**config.mk**
```make
export PLATFORM = sky130hd
export DESIGN_NAME = nms_scan_controller_flat
export DESIGN_NICKNAME = d
export VERILOG_FILES = /design/src/rtl/nms_scan_controller_pkg.sv /design/src/rtl/nms_scan_controller_if.sv /design/src/rtl/nms_scan_controller_coord_counter.sv /design/src/rtl/nms_scan_controller.sv /design/src/flat_wrapper.sv
export SDC_FILE = /design/constraint.sdc
export NUM_CORES = 1
export LEC_CHECK = 0
export ABC_AREA = 1
export CORE_UTILIZATION = 41
export DETAILED_ROUTE_END_ITERATION = 10
export PLACE_DENSITY = 0.64
export SETUP_SLACK_MARGIN = 0.3
export SYNTH_ARGS = -nofsm -noshare
export SYNTH_HDL_FRONTEND = slang
export SYNTH_SLANG_ARGS = --single-unit
```
**constraint.sdc**
```tcl
create_clock -name clk -period 4.2 [get_ports clk]
set_clock_uncertainty 0.2 [all_clocks]
set_input_delay 0.63 -clock clk [delete_from_list [all_inputs] [get_ports clk]]
set_output_delay 0.63 -clock clk [all_outputs]
set_load 0.02 [all_outputs]
```
**src/rtl/nms_scan_controller_pkg.sv**
```systemverilog
// Shared types and frame-size defaults for the NMS scan controller and its helpers.
package nms_scan_controller_pkg;

    localparam int DEF_IMG_W = 640;
    localparam int DEF_IMG_H = 480;

    typedef enum logic [2:0] {
        ST_IDLE  = 3'd0,
        ST_FILL  = 3'd1,
        ST_RUN   = 3'd2,
        ST_FLUSH = 3'd3,
        ST_DONE  = 3'd4
    } scan_state_t;

endpackage

```
**src/rtl/nms_scan_controller_if.sv**
```systemverilog
// Pixel-in / window-out handshake bundle between the NMS scan controller and its neighbours.
interface nms_scan_controller_if
    import nms_scan_controller_pkg::*;
#(
    parameter int IMG_W = DEF_IMG_W,
    parameter int IMG_H = DEF_IMG_H
);
    localparam int RW = $clog2(IMG_H);
    localparam int CW = $clog2(IMG_W);

    logic          start;
    logic          in_valid;
    logic          in_ready;
    logic          out_ready;
    logic          shift_en;
    logic          pad;
    logic          win_valid;
    logic [RW-1:0] win_row;
    logic [CW-1:0] win_col;
    logic          border;
    logic          sof;
    logic          eol;
    logic          eof;
    logic          busy;
    logic          frame_done;

    modport slave (
        input  start, in_valid, out_ready,
        output in_ready, shift_en, pad, win_valid, win_row, win_col,
               border, sof, eol, eof, busy, frame_done
    );

    modport master (
        output start, in_valid, out_ready,
        input  in_ready, shift_en, pad, win_valid, win_row, win_col,
               border, sof, eol, eof, busy, frame_done
    );

endinterface

```
**src/rtl/nms_scan_controller_coord_counter.sv**
```systemverilog
// Raster-order row/column counter: column wraps at COLS-1 and bumps the row, row wraps at ROWS-1.
module nms_coord_counter #(
    parameter int ROWS = 3,
    parameter int COLS = 3
) (
    input  logic                    clk,
    input  logic                    rst,
    input  logic                    i_en,
    input  logic                    i_clr,
    output logic [$clog2(ROWS)-1:0] o_row,
    output logic [$clog2(COLS)-1:0] o_col,
    output logic                    o_last
);
    localparam int RW = $clog2(ROWS);
    localparam int CW = $clog2(COLS);

    logic [RW-1:0] r_row;
    logic [CW-1:0] r_col;
    logic          w_row_end;
    logic          w_col_end;

    assign w_row_end = (r_row == RW'(ROWS - 1));
    assign w_col_end = (r_col == CW'(COLS - 1));

    always_ff @(posedge clk or negedge rst) begin
        if (!rst) begin
            r_row <= '0;
            r_col <= '0;
        end else if (i_clr) begin
            r_row <= '0;
            r_col <= '0;
        end else if (i_en) begin
            if (w_col_end) begin
                r_col <= '0;
                r_row <= w_row_end ? '0 : r_row + RW'(1);
            end else begin
                r_col <= r_col + CW'(1);
            end
        end
    end

    assign o_row  = r_row;
    assign o_col  = r_col;
    assign o_last = w_row_end & w_col_end;

endmodule

```
**src/rtl/nms_scan_controller.sv**
```systemverilog
// Sequences a 3x3 NMS window over a raster frame: fills the line buffers, presents one window per
// accepted pixel, then pads out the tail so every pixel gets exactly one centred window.
//
// state | meaning
// IDLE  | waiting for start
// FILL  | priming line buffers with the first IMG_W+1 pixels, no windows yet
// RUN   | one window per accepted pixel, back-pressured by out_ready
// FLUSH | shifting zeros to push out the last IMG_W+1 windows
// DONE  | single-cycle frame_done pulse
module nms_scan_controller
    import nms_scan_controller_pkg::*;
#(
    parameter int IMG_W = DEF_IMG_W,
    parameter int IMG_H = DEF_IMG_H
) (
    input logic                  clk,
    input logic                  rst,
    nms_scan_controller_if.slave bus
);
    localparam int RW = $clog2(IMG_H);
    localparam int CW = $clog2(IMG_W);

    scan_state_t   r_state;
    scan_state_t   w_state_nxt;
    logic          r_win_valid;

    logic [RW-1:0] w_in_row;
    logic [CW-1:0] w_in_col;
    logic          w_in_last;
    logic [RW-1:0] w_win_row;
    logic [CW-1:0] w_win_col;
    logic          w_win_last;

    logic          w_in_ready;
    logic          w_shift;
    logic          w_pad;
    logic          w_slot;
    logic          w_consume;
    logic          w_win_shift;
    logic          w_fill_last;
    logic          w_pad_done;
    logic          w_clr;

    assign w_slot      = ~r_win_valid | bus.out_ready;
    assign w_consume   = r_win_valid & bus.out_ready;
    assign w_fill_last = (w_in_row == RW'(1)) && (w_in_col == '0);
    // The input counter wraps to (0,0) entering FLUSH; (1,1) means IMG_W+1 pad shifts are done.
    assign w_pad_done  = (w_in_row == RW'(1)) && (w_in_col == CW'(1));
    assign w_clr       = (r_state == ST_DONE);

    always_ff @(posedge clk or negedge rst) begin
        if (!rst) begin
            r_state <= ST_IDLE;
        end else begin
            r_state <= w_state_nxt;
        end
    end

    always_comb begin
        w_state_nxt = r_state;
        w_in_ready  = 1'b0;
        w_shift     = 1'b0;
        w_pad       = 1'b0;
        w_win_shift = 1'b0;
        case (r_state)
            ST_IDLE: begin
                if (bus.start) w_state_nxt = ST_FILL;
            end
            ST_FILL: begin
                w_in_ready = 1'b1;
                w_shift    = bus.in_valid;
                if (bus.in_valid && w_fill_last) w_state_nxt = ST_RUN;
            end
            ST_RUN: begin
                w_in_ready  = w_slot;
                w_shift     = w_slot & bus.in_valid;
                w_win_shift = w_shift;
                if (w_shift && w_in_last) w_state_nxt = ST_FLUSH;
            end
            ST_FLUSH: begin
                if (!w_pad_done) begin
                    w_shift     = w_slot;
                    w_pad       = w_slot;
                    w_win_shift = w_slot;
                end else if (w_consume) begin
                    w_state_nxt = ST_DONE;
                end
            end
            ST_DONE: begin
                w_state_nxt = ST_IDLE;
            end
            default: begin
                w_state_nxt = ST_IDLE;
            end
        endcase
    end

    always_ff @(posedge clk or negedge rst) begin
        if (!rst) begin
            r_win_valid <= 1'b0;
        end else if (w_win_shift) begin
            r_win_valid <= 1'b1;
        end else if (w_consume) begin
            r_win_valid <= 1'b0;
        end
    end

    nms_coord_counter #(.ROWS(IMG_H), .COLS(IMG_W)) u_in_cnt (
        .clk    (clk),
        .rst    (rst),
        .i_en   (w_shift),
        .i_clr  (w_clr),
        .o_row  (w_in_row),
        .o_col  (w_in_col),
        .o_last (w_in_last)
    );

    nms_coord_counter #(.ROWS(IMG_H), .COLS(IMG_W)) u_win_cnt (
        .clk    (clk),
        .rst    (rst),
        .i_en   (w_consume),
        .i_clr  (w_clr),
        .o_row  (w_win_row),
        .o_col  (w_win_col),
        .o_last (w_win_last)
    );

    assign bus.in_ready   = w_in_ready;
    assign bus.shift_en   = w_shift;
    assign bus.pad        = w_pad;
    assign bus.win_valid  = r_win_valid;
    assign bus.win_row    = w_win_row;
    assign bus.win_col    = w_win_col;
    assign bus.border     = r_win_valid & ((w_win_row == '0) || (w_win_row == RW'(IMG_H - 1)) ||
                                           (w_win_col == '0) || (w_win_col == CW'(IMG_W - 1)));
    assign bus.sof        = r_win_valid & (w_win_row == '0) & (w_win_col == '0);
    assign bus.eol        = r_win_valid & (w_win_col == CW'(IMG_W - 1));
    assign bus.eof        = r_win_valid & w_win_last;
    assign bus.busy       = (r_state != ST_IDLE);
    assign bus.frame_done = (r_state == ST_DONE);

endmodule

```
**src/flat_wrapper.sv**
```systemverilog
// flat-port wrapper written by rule: the top's interface ports become plain ports
module nms_scan_controller_flat import nms_scan_controller_pkg::*;
#(
    parameter int IMG_W = DEF_IMG_W,
    parameter int IMG_H = DEF_IMG_H
)
  (clk, rst, bus_start, bus_in_valid, bus_out_ready, bus_in_ready, bus_shift_en, bus_pad, bus_win_valid, bus_win_row, bus_win_col, bus_border, bus_sof, bus_eol, bus_eof, bus_busy, bus_frame_done);
  nms_scan_controller_if #(.IMG_W(IMG_W), .IMG_H(IMG_H)) bus_i ();
  input logic clk;
  input logic rst;
  input wire logic [$bits(bus_i.start)-1:0] bus_start;
  input wire logic [$bits(bus_i.in_valid)-1:0] bus_in_valid;
  input wire logic [$bits(bus_i.out_ready)-1:0] bus_out_ready;
  output wire logic [$bits(bus_i.in_ready)-1:0] bus_in_ready;
  output wire logic [$bits(bus_i.shift_en)-1:0] bus_shift_en;
  output wire logic [$bits(bus_i.pad)-1:0] bus_pad;
  output wire logic [$bits(bus_i.win_valid)-1:0] bus_win_valid;
  output wire logic [$bits(bus_i.win_row)-1:0] bus_win_row;
  output wire logic [$bits(bus_i.win_col)-1:0] bus_win_col;
  output wire logic [$bits(bus_i.border)-1:0] bus_border;
  output wire logic [$bits(bus_i.sof)-1:0] bus_sof;
  output wire logic [$bits(bus_i.eol)-1:0] bus_eol;
  output wire logic [$bits(bus_i.eof)-1:0] bus_eof;
  output wire logic [$bits(bus_i.busy)-1:0] bus_busy;
  output wire logic [$bits(bus_i.frame_done)-1:0] bus_frame_done;
  assign bus_i.start = bus_start;
  assign bus_i.in_valid = bus_in_valid;
  assign bus_i.out_ready = bus_out_ready;
  assign bus_in_ready = bus_i.in_ready;
  assign bus_shift_en = bus_i.shift_en;
  assign bus_pad = bus_i.pad;
  assign bus_win_valid = bus_i.win_valid;
  assign bus_win_row = bus_i.win_row;
  assign bus_win_col = bus_i.win_col;
  assign bus_border = bus_i.border;
  assign bus_sof = bus_i.sof;
  assign bus_eol = bus_i.eol;
  assign bus_eof = bus_i.eof;
  assign bus_busy = bus_i.busy;
  assign bus_frame_done = bus_i.frame_done;
  nms_scan_controller #(.IMG_W(IMG_W), .IMG_H(IMG_H)) u_core (.clk(clk), .rst(rst), .bus(bus_i));
endmodule
```
# After elaboration in Yosys (flattened, before gate mapping)
# Index checks and enable logic that the tools add are counted.
# classes
addsub	4
eq_ne	15
mux	27
bitwise	11
n_reduce_logical	20
# op_table
cell	n
9-bit 2-to-1 mux	8
10-bit 2-to-1 mux	6
10-bit by 1-bit adder with 10-bit output, second input constant	2
10-bit == test, second input constant	2
10-bit logical NOT	2
9-bit by 1-bit adder with 9-bit output, second input constant	2
9-bit == test, second input constant	2
3-bit 2-to-1 mux	5
3-bit case mux with 4 select lines	1
10-bit by 1-bit == test with 1-bit output, second input constant	1
2-bit nonzero test	5
1-bit AND	9
9-bit by 1-bit == test with 1-bit output, second input constant	1
9-bit logical NOT	1
3-bit by 2-bit == test with 1-bit output, second input constant	2
2-bit by 1-bit inequality test with 1-bit output, second input constant	3
5-bit AND reduction	1
1-bit logical AND	4
1-bit 2-to-1 mux	4
2-bit inequality test, second input constant	2
1-bit case mux with 2 select lines	2
2-bit AND reduction	2
3-bit by 1-bit == test with 1-bit output, second input constant	1
3-bit == test, second input constant	1
6 further kinds	8
# totals
ff_bits	42
in_bits	5
out_inout_bits	29

# Depth between registers and ports, before layout
# Gate-level depths: netlist of run 1.
# depth
depth_word	6
depth_mapped	12

# Hierarchy
# A second synthesis of run 1 with hierarchy kept.
# unflattened
cells_unflattened	437
hier_area_um2	2981.6
# modules_own_cells
mod	n_inst	cells_each	area_per_inst_um2	seq_area_each_um2
nms_coord_counter	2	166	1203.7	475.5
nms_scan_controller	1	105	574.3	100.1

# Worst setup path before layout of run 1
# OpenSTA, ideal clock, no wires.
# synth_timing
kind	flip-flop to output port
from	register u_core.u_win_cnt.r_col[1] (netlist: u_core.u_win_cnt.o_col[1])
to	output bus_eof
arrival_time_ns	1.772
required_time_ns	3.370
slack_ns	1.598
stages_incl_launch_ff	9
path_cell_list	dfrtp_1 ha_1 nand2_2 nor2_4 nand2_2 nor2_4 nand4_2 or2_2 nor2_1
# synth_via
elab_chain_cells	3
# synth_lines
item	line_no	text
start, declared	nms_scan_controller_coord_counter.sv:18	logic [CW-1:0] r_col;
start signal, assigned	nms_scan_controller_coord_counter.sv:37	r_col <= r_col + CW'(1);
10-bit == test	nms_scan_controller_coord_counter.sv:23	assign w_col_end = (r_col == CW'(COLS - 1));
1-bit AND	nms_scan_controller_coord_counter.sv:44	assign o_last = w_row_end & w_col_end;
1-bit AND	nms_scan_controller.sv:138	assign bus.eof = r_win_valid & w_win_last;
end, declared	flat_wrapper.sv:23	output wire logic [$bits(bus_i.eof)-1:0] bus_eof;
# Every way passes these cells.

# Final worst setup path of run 1
# layout_timing
from	register u_core.u_win_cnt.r_row[1] (netlist: u_core.u_win_cnt.o_row[1])
to	output bus_border
# layout_via
elab_chain_cells	5
word_cells_on_any_way	6
cone_classes	eq/ne (1); bitwise (1); reduce/logical (4)
# layout_lines
item	line_no	text
start, declared	nms_scan_controller_coord_counter.sv:17	logic [RW-1:0] r_row;
start signal, assigned	nms_scan_controller_coord_counter.sv:35	r_row <= w_row_end ? '0 : r_row + RW'(1);
9-bit == test / 9-bit logical NOT (equally long branches)	nms_scan_controller.sv:134	assign bus.border = r_win_valid & ((w_win_row == '0) || (w_win_row == RW'(IMG_H - 1)) ||
1-bit logical OR (*) (2 in a row)	nms_scan_controller.sv:134	
1-bit logical OR (*)	nms_scan_controller.sv:135	(w_win_col == '0) || (w_win_col == CW'(IMG_W - 1)));
1-bit AND (*)	nms_scan_controller.sv:134	
end, declared	flat_wrapper.sv:20	output wire logic [$bits(bus_i.border)-1:0] bus_border;
# Mark *: on every way between the ends. The rest lies on a longest branch, timed or not.

==> reports/results.ini, run 1 <==
[status]
status=completed

[yosys]
syn_nets=400
synthTopCellsByArea=dfrtp_1 36%, nand2_1 12%, nand3_1 7.3%
synth_area_per_cell_um2=7.48
syn_inst=386
yosys.area.top_type=dfrtp_1
synth_area_um2=2890
synth-seq-cells=42
synth_cell_type_count=35
yosys_warnings=0
synth_top_area_share_pct=36.4
yosysSeqAreaShare_pct=36.4

[run]
max_cap_viol_count=0

[layout]
nNetsFinal=432
syn_to_final_growth_pct=16.6
drive_gt1_share_pct=11.9
n_antenna_cell=0

[floorplan]
fp.coreArea_um2=6790
dieArea_um2=7380
start_util_pct=42.5
pin_count=34
row_count=30
fp.dieH_um=85.9
die_w_um=85.9

[timing]
min_period_ps=3360
rsz0062_at_grt=no
setup_tns_ps=0
fin_crit_sh_pct=80.0
fmax_ghz=0.298
setup_viol=0
slew_headroom_pct=36.4
hold_viol=0
maxSlewViolCount=0
worstMarginPinSlew_ps=954

[grt]
antenna_found_initial=0
grt_overflow=0
track_usage_pct=18.9
grt_pass1_vias=2442
grt_pass1_wl_um=11100
grt_max_degree=43

[worst_setup_path]
r2r_cells=8
critPathMaxFanout=9
cp.required_ps=3370
max_stage_delay_ps=590
cpMaxStageDelayCell=clkdlybuf4s50_1
cp_num_buf_inv=1
r2r-end=u_core.u_in_cnt.o_row[0]$_DFFE_PN0P_
cp_common_cell=nand2_1
r2r_slack_ps=2000
reg2reg_from=u_core.u_in_cnt.o_col[0]$_DFFE_PN0P_
worstPathArrival_ps=2530
endpoint_kind=output port
cp_top_family=simple AND/OR/NAND/NOR gates
cp_cell_sequence=ha_1 -> nand2_1 -> nor2_1 -> nand4_1 -> nand2_1 -> o21ai_0 -> nand2_1 -> clkdlybuf4s50_1
criticalPathCategory=register to output port
start_kind=register

[route]
wire_per_inst_um=12.1
vias=2595
dr.pass1.iters=4
via_per_inst=5.04
postRouteAntennaNets=0
totalWireLength_um=6260
first_iter_violations=109
drc_errors=0

[worst_hold_path]
worstHoldPathType=input pin to async pin

[cts]
post_cts_buffers=0
htreeDepth=2
cts_hold_buf=0
cts_tree=built
cts_root_buf=clkbuf_8
cts_buffer_depth=2
clk_pin_slew_worst_paths_ps=80
ctsResizeCount=0
insertion_delay_ps=290
clkSinkCount=42
numCtsBuffers=5

[power]
static-leakage-power_nw=1.57
pwr_density_cell_nw_per_um2=535
ir_worst_vdd_v=0.000287
p_total_w=0.00180

[placement]
place.gp.congestion=0.828
io_buffers=33
place_hpwl_um=4550

-- cell usage after synthesis (all sizes together) --
| cell | count |
|---|---|
| a21boi | 1 |
| a21oi | 7 |
| a221oi | 1 |
| buf | 8 |
| clkinv | 1 |
| dfrtp | 42 |
| ha | 9 |
| inv | 47 |
| nand2 | 99 |
| nand3 | 43 |
| nand3b | 1 |
| nand4 | 17 |
| nor2 | 55 |
| nor3 | 7 |
| nor3b | 1 |
| nor4 | 3 |
| o21ai | 24 |
| o21bai | 1 |
| o22ai | 1 |
| o31ai | 1 |
| or2 | 4 |
| xnor2 | 3 |
| xor2 | 10 |
-- cells by family after synthesis --
logic type	after synthesis	synth area share, %
buffers and inverters	56	9.23
adder cells (fa/ha/maj)	9	3.90
AND/OR/NAND/NOR	230	37.8
flip-flops	42	36.4
XOR/XNOR	13	3.94
AO/OA/AOI/OAI	36	8.76
-- report_power, final --
group / internal, W / switching [W]
Sequential: 0.000498 / 0.000119
Combinational: 0.000338 / 0.000532
Clock: 0.000178 / 0.000137
-- flip-flops by register name, summed over array words and instances (netlist names) --
name                    count
u_core.u_in_cnt.o_col      10
u_core.u_win_cnt.o_col     10
u_core.u_in_cnt.o_row       9
u_core.u_win_cnt.o_row      9
u_core.r_state              3
u_core.bus.win_valid        1
-- layout make-up --
class	instances	area, um^2
clock buffer	7	76.3
clock inverter	1	30.0
fill	678	3430
inverter	48	193
multi-input combinational	288	1570
sequential	42	1050
tap	96	120
timing repair buffer	33	325
-- worst max-delay path by stage --
| stage | startpoint | to | slack [ps] | cells past startpoint |
|---|---|---|---|---|
| final | u_core.u_win_cnt.o_row[1]$_DFFE_PN0P_ | bus_border | 840 | 8 |
| after global routing | u_core.u_win_cnt.o_row[1]$_DFFE_PN0P_ | bus_border | 640 | 8 |
| after CTS | u_core.u_win_cnt.o_row[1]$_DFFE_PN0P_ | bus_border | 850 | 8 |
| after detailed placement | bus_out_ready | bus_shift_en | 930 | 7 |
| after global placement | bus_out_ready | bus_shift_en | 960 | 7 |
| after floorplan | u_core.u_win_cnt.o_col[1]$_DFFE_PN0P_ | bus_eof | 1600 | 8 |
-- metal layers --
| layer | global-route usage [%] | share of wire [%] | vias up |
|---|---|---|---|
| met5 | 0 | 0 | - |
| met4 | 5.15 | 1.3 | 0 |
| met3 | 3.37 | 3.6 | 7 |
| met2 | 32.9 | 48 | 60 |
| met1 | 24.1 | 47 | 1209 |
| li1 | - | - | 1319 |
-- metrics by stage --
step                cells  setup WS, ps  area [um^2]  hold WS (ps)  utilization (%)
floorplan             386          1600         2890           134                -
global placement      507           958         3260           310             48.0
detailed placement    507           933         3260           319             48.0
CTS                   515           847         3360           325             49.5
global route          515           643         3360           355             49.5
finish                515           841         3360           281             49.5
-- cell usage in the layout (no fill, tap or decap), drive strengths merged, types with 7 or more instances in the layout --
cell and instances:
nand2 99, o21ai 24, xor2 10, nand3 43
clkbuf 7, a21oi 7, nor2 55, clkdlybuf4s50 32
nand4 17, inv 47, nor3 7, ha 9
dfrtp 42
(Power assumes the default switching activity.)
==> inputs of run 2 (changes only) <==
Clock period 4.2 ns to 3.43 ns, I/O delays scaled along.
==> reports/results.ini, run 2 (synthesis results as in run 1) <==
[timing]
setup_tns_ps=0
hold_viol=0
setup_viol=0
min_period_ps=3040
fin_crit_sh_pct=88.5
rsz0062_at_grt=yes
holdWs_ps=155
slew_headroom_pct=36.2
maxSlewViolCount=0
fmax_ghz=0.329
fin_ws_ps=394
worstMarginPinSlew_ps=957

[grt]
antenna_found_initial=0
grt_pass1_wl_um=10900
track_usage_pct=18.5
grt_overflow=0
grt_pass1_vias=2338
grt_max_degree=43

[worst_setup_path]
setup.worst_path.start=bus_out_ready
cpMaxStageDelayCell=clkdlybuf4s50_1
cp.required_ps=2720
worstPathArrival_ps=2320
endpoint_kind=output port
critPathCapture=bus_shift_en
criticalPathCategory=input pin to output port
start_kind=input pin
cp_cell_sequence=clkdlybuf4s50_1 -> nor2_1 -> nor2_1 -> nand2_1 -> a21boi_4 -> nand2_1 -> clkdlybuf4s50_1
r2r_slack_ps=1220
r2r_cells=9
max_stage_delay_ps=560
critPathMaxFanout=6
r2r-end=u_core.u_in_cnt.o_row[1]$_DFFE_PN0P_
reg2reg_from=u_core.u_in_cnt.o_col[8]$_DFFE_PN0P_

[route]
postRouteAntennaNets=0
wire_per_inst_um=12.2
via_per_inst=5.06
vias=2612
first_iter_violations=101
drc_errors=0
dr.pass1.iters=4
totalWireLength_um=6310

[layout]
layout_commonest_cell=nand2_1
syn_to_final_growth_pct=18.3
nNetsFinal=433
n_antenna_cell=0
final_cell_mix=90 x nand2_1, 49 x nor2_1, 45 x inv_1
drive_gt1_share_pct=12.6

[floorplan]
fp.dieH_um=85.9
fp.coreArea_um2=6790
row_count=30
dieArea_um2=7380
die_w_um=85.9
start_util_pct=42.5
pin_count=34

[cts]
cts_hold_buf=0
htreeDepth=2
insertion_delay_ps=300
post_cts_buffers=0
clk_pin_slew_worst_paths_ps=90
cts_buffer_depth=2
cts_root_buf=clkbuf_8
clkSinkCount=42
cts_tree=built
numCtsBuffers=5

[power]
power_frac_seq_pct=32.7
ir_worst_vdd_v=0.000369
p_clk_share_pct=21.3
static-leakage-power_nw=1.63
p_total_w=0.00232
pwr_density_cell_nw_per_um2=679
swShare_pct=42.5
combPwrFrac_pct=46.0
p_sw_w=0.000987
internal_power_w=0.00133

[placement]
place_hpwl_um=4540
place.gp.congestion=0.822
io_buffers=33
place_ws_ps=348

[run]
max_cap_viol_count=0

[status]
status=completed

[worst_hold_path]
worstHoldPathType=input pin to async pin

==> run 2: worst min-delay path by stage <==
stage	cells past startpoint	slack [ps]	end
floorplan	0	20	u_core.bus.win_valid$_DFFE_PN0P_
global placement	2	320	u_core.u_in_cnt.o_row[1]$_DFFE_PN0P_
detailed placement	2	330	u_core.u_in_cnt.o_row[8]$_DFFE_PN0P_
CTS	1	200	u_core.u_win_cnt.o_col[4]$_DFFE_PN0P_
global route	1	250	u_core.u_win_cnt.o_col[4]$_DFFE_PN0P_
finish	1	150	u_core.u_win_cnt.o_col[4]$_DFFE_PN0P_
==> run 2: stage by stage <==
step | std cells | utilization (%) | cell area, um^2
CTS | 516 | 50.1 | 3410
global placement | 508 | 48.1 | 3270
detailed placement | 508 | 48.1 | 3270
floorplan | 386 | - | 2890
finish | 516 | 50.3 | 3420
global route | 516 | 50.3 | 3420
==> run 2: final cells by class <==
| type | count | area [um^2] |
|---|---|---|
| inverters | 48 | 193 |
| repair buffers | 34 | 333 |
| flip-flops and latches | 42 | 1050 |
| clock inverters | 2 | 60.1 |
| multi-input cells | 288 | 1580 |
| fillers | 668 | 3380 |
| well taps | 96 | 120 |
| clock buffers | 6 | 82.6 |
==> run 2: repair_timing <==
action                     4_1_cts  5_1_grt
hold endpoints to repair         0        0
setup endpoints to repair        2        2
gates resized for setup          2        2
==> run 2: per-layer routing <==
layer,global-route usage [%],up-vias,part of all wire (%)
met5,0,-,0
met4,5.00,0,1.1
met3,3.18,7,4.1
met2,31.4,60,48
met1,24.3,1230,47
li1,-,1315,-
==> run 2: power groups by stage <==
stage / combinational [W] / clock, W / sequential (W)
after global placement: 0.00106 / 0 / 0.000763
after CTS: 0.00107 / 0.000507 / 0.000758
final: 0.00107 / 0.000494 / 0.000759
after detailed placement: 0.00107 / 0 / 0.000768
after floorplan: 0.000697 / 0 / 0.000815
after global routing: 0.00119 / 0.000525 / 0.000780
==> run 2: worst max-delay path: cells and delay by family <==
kind,cells,cell delay [ps]
compound gates,1,270
buf+inv,2,1000
simple gates,4,530
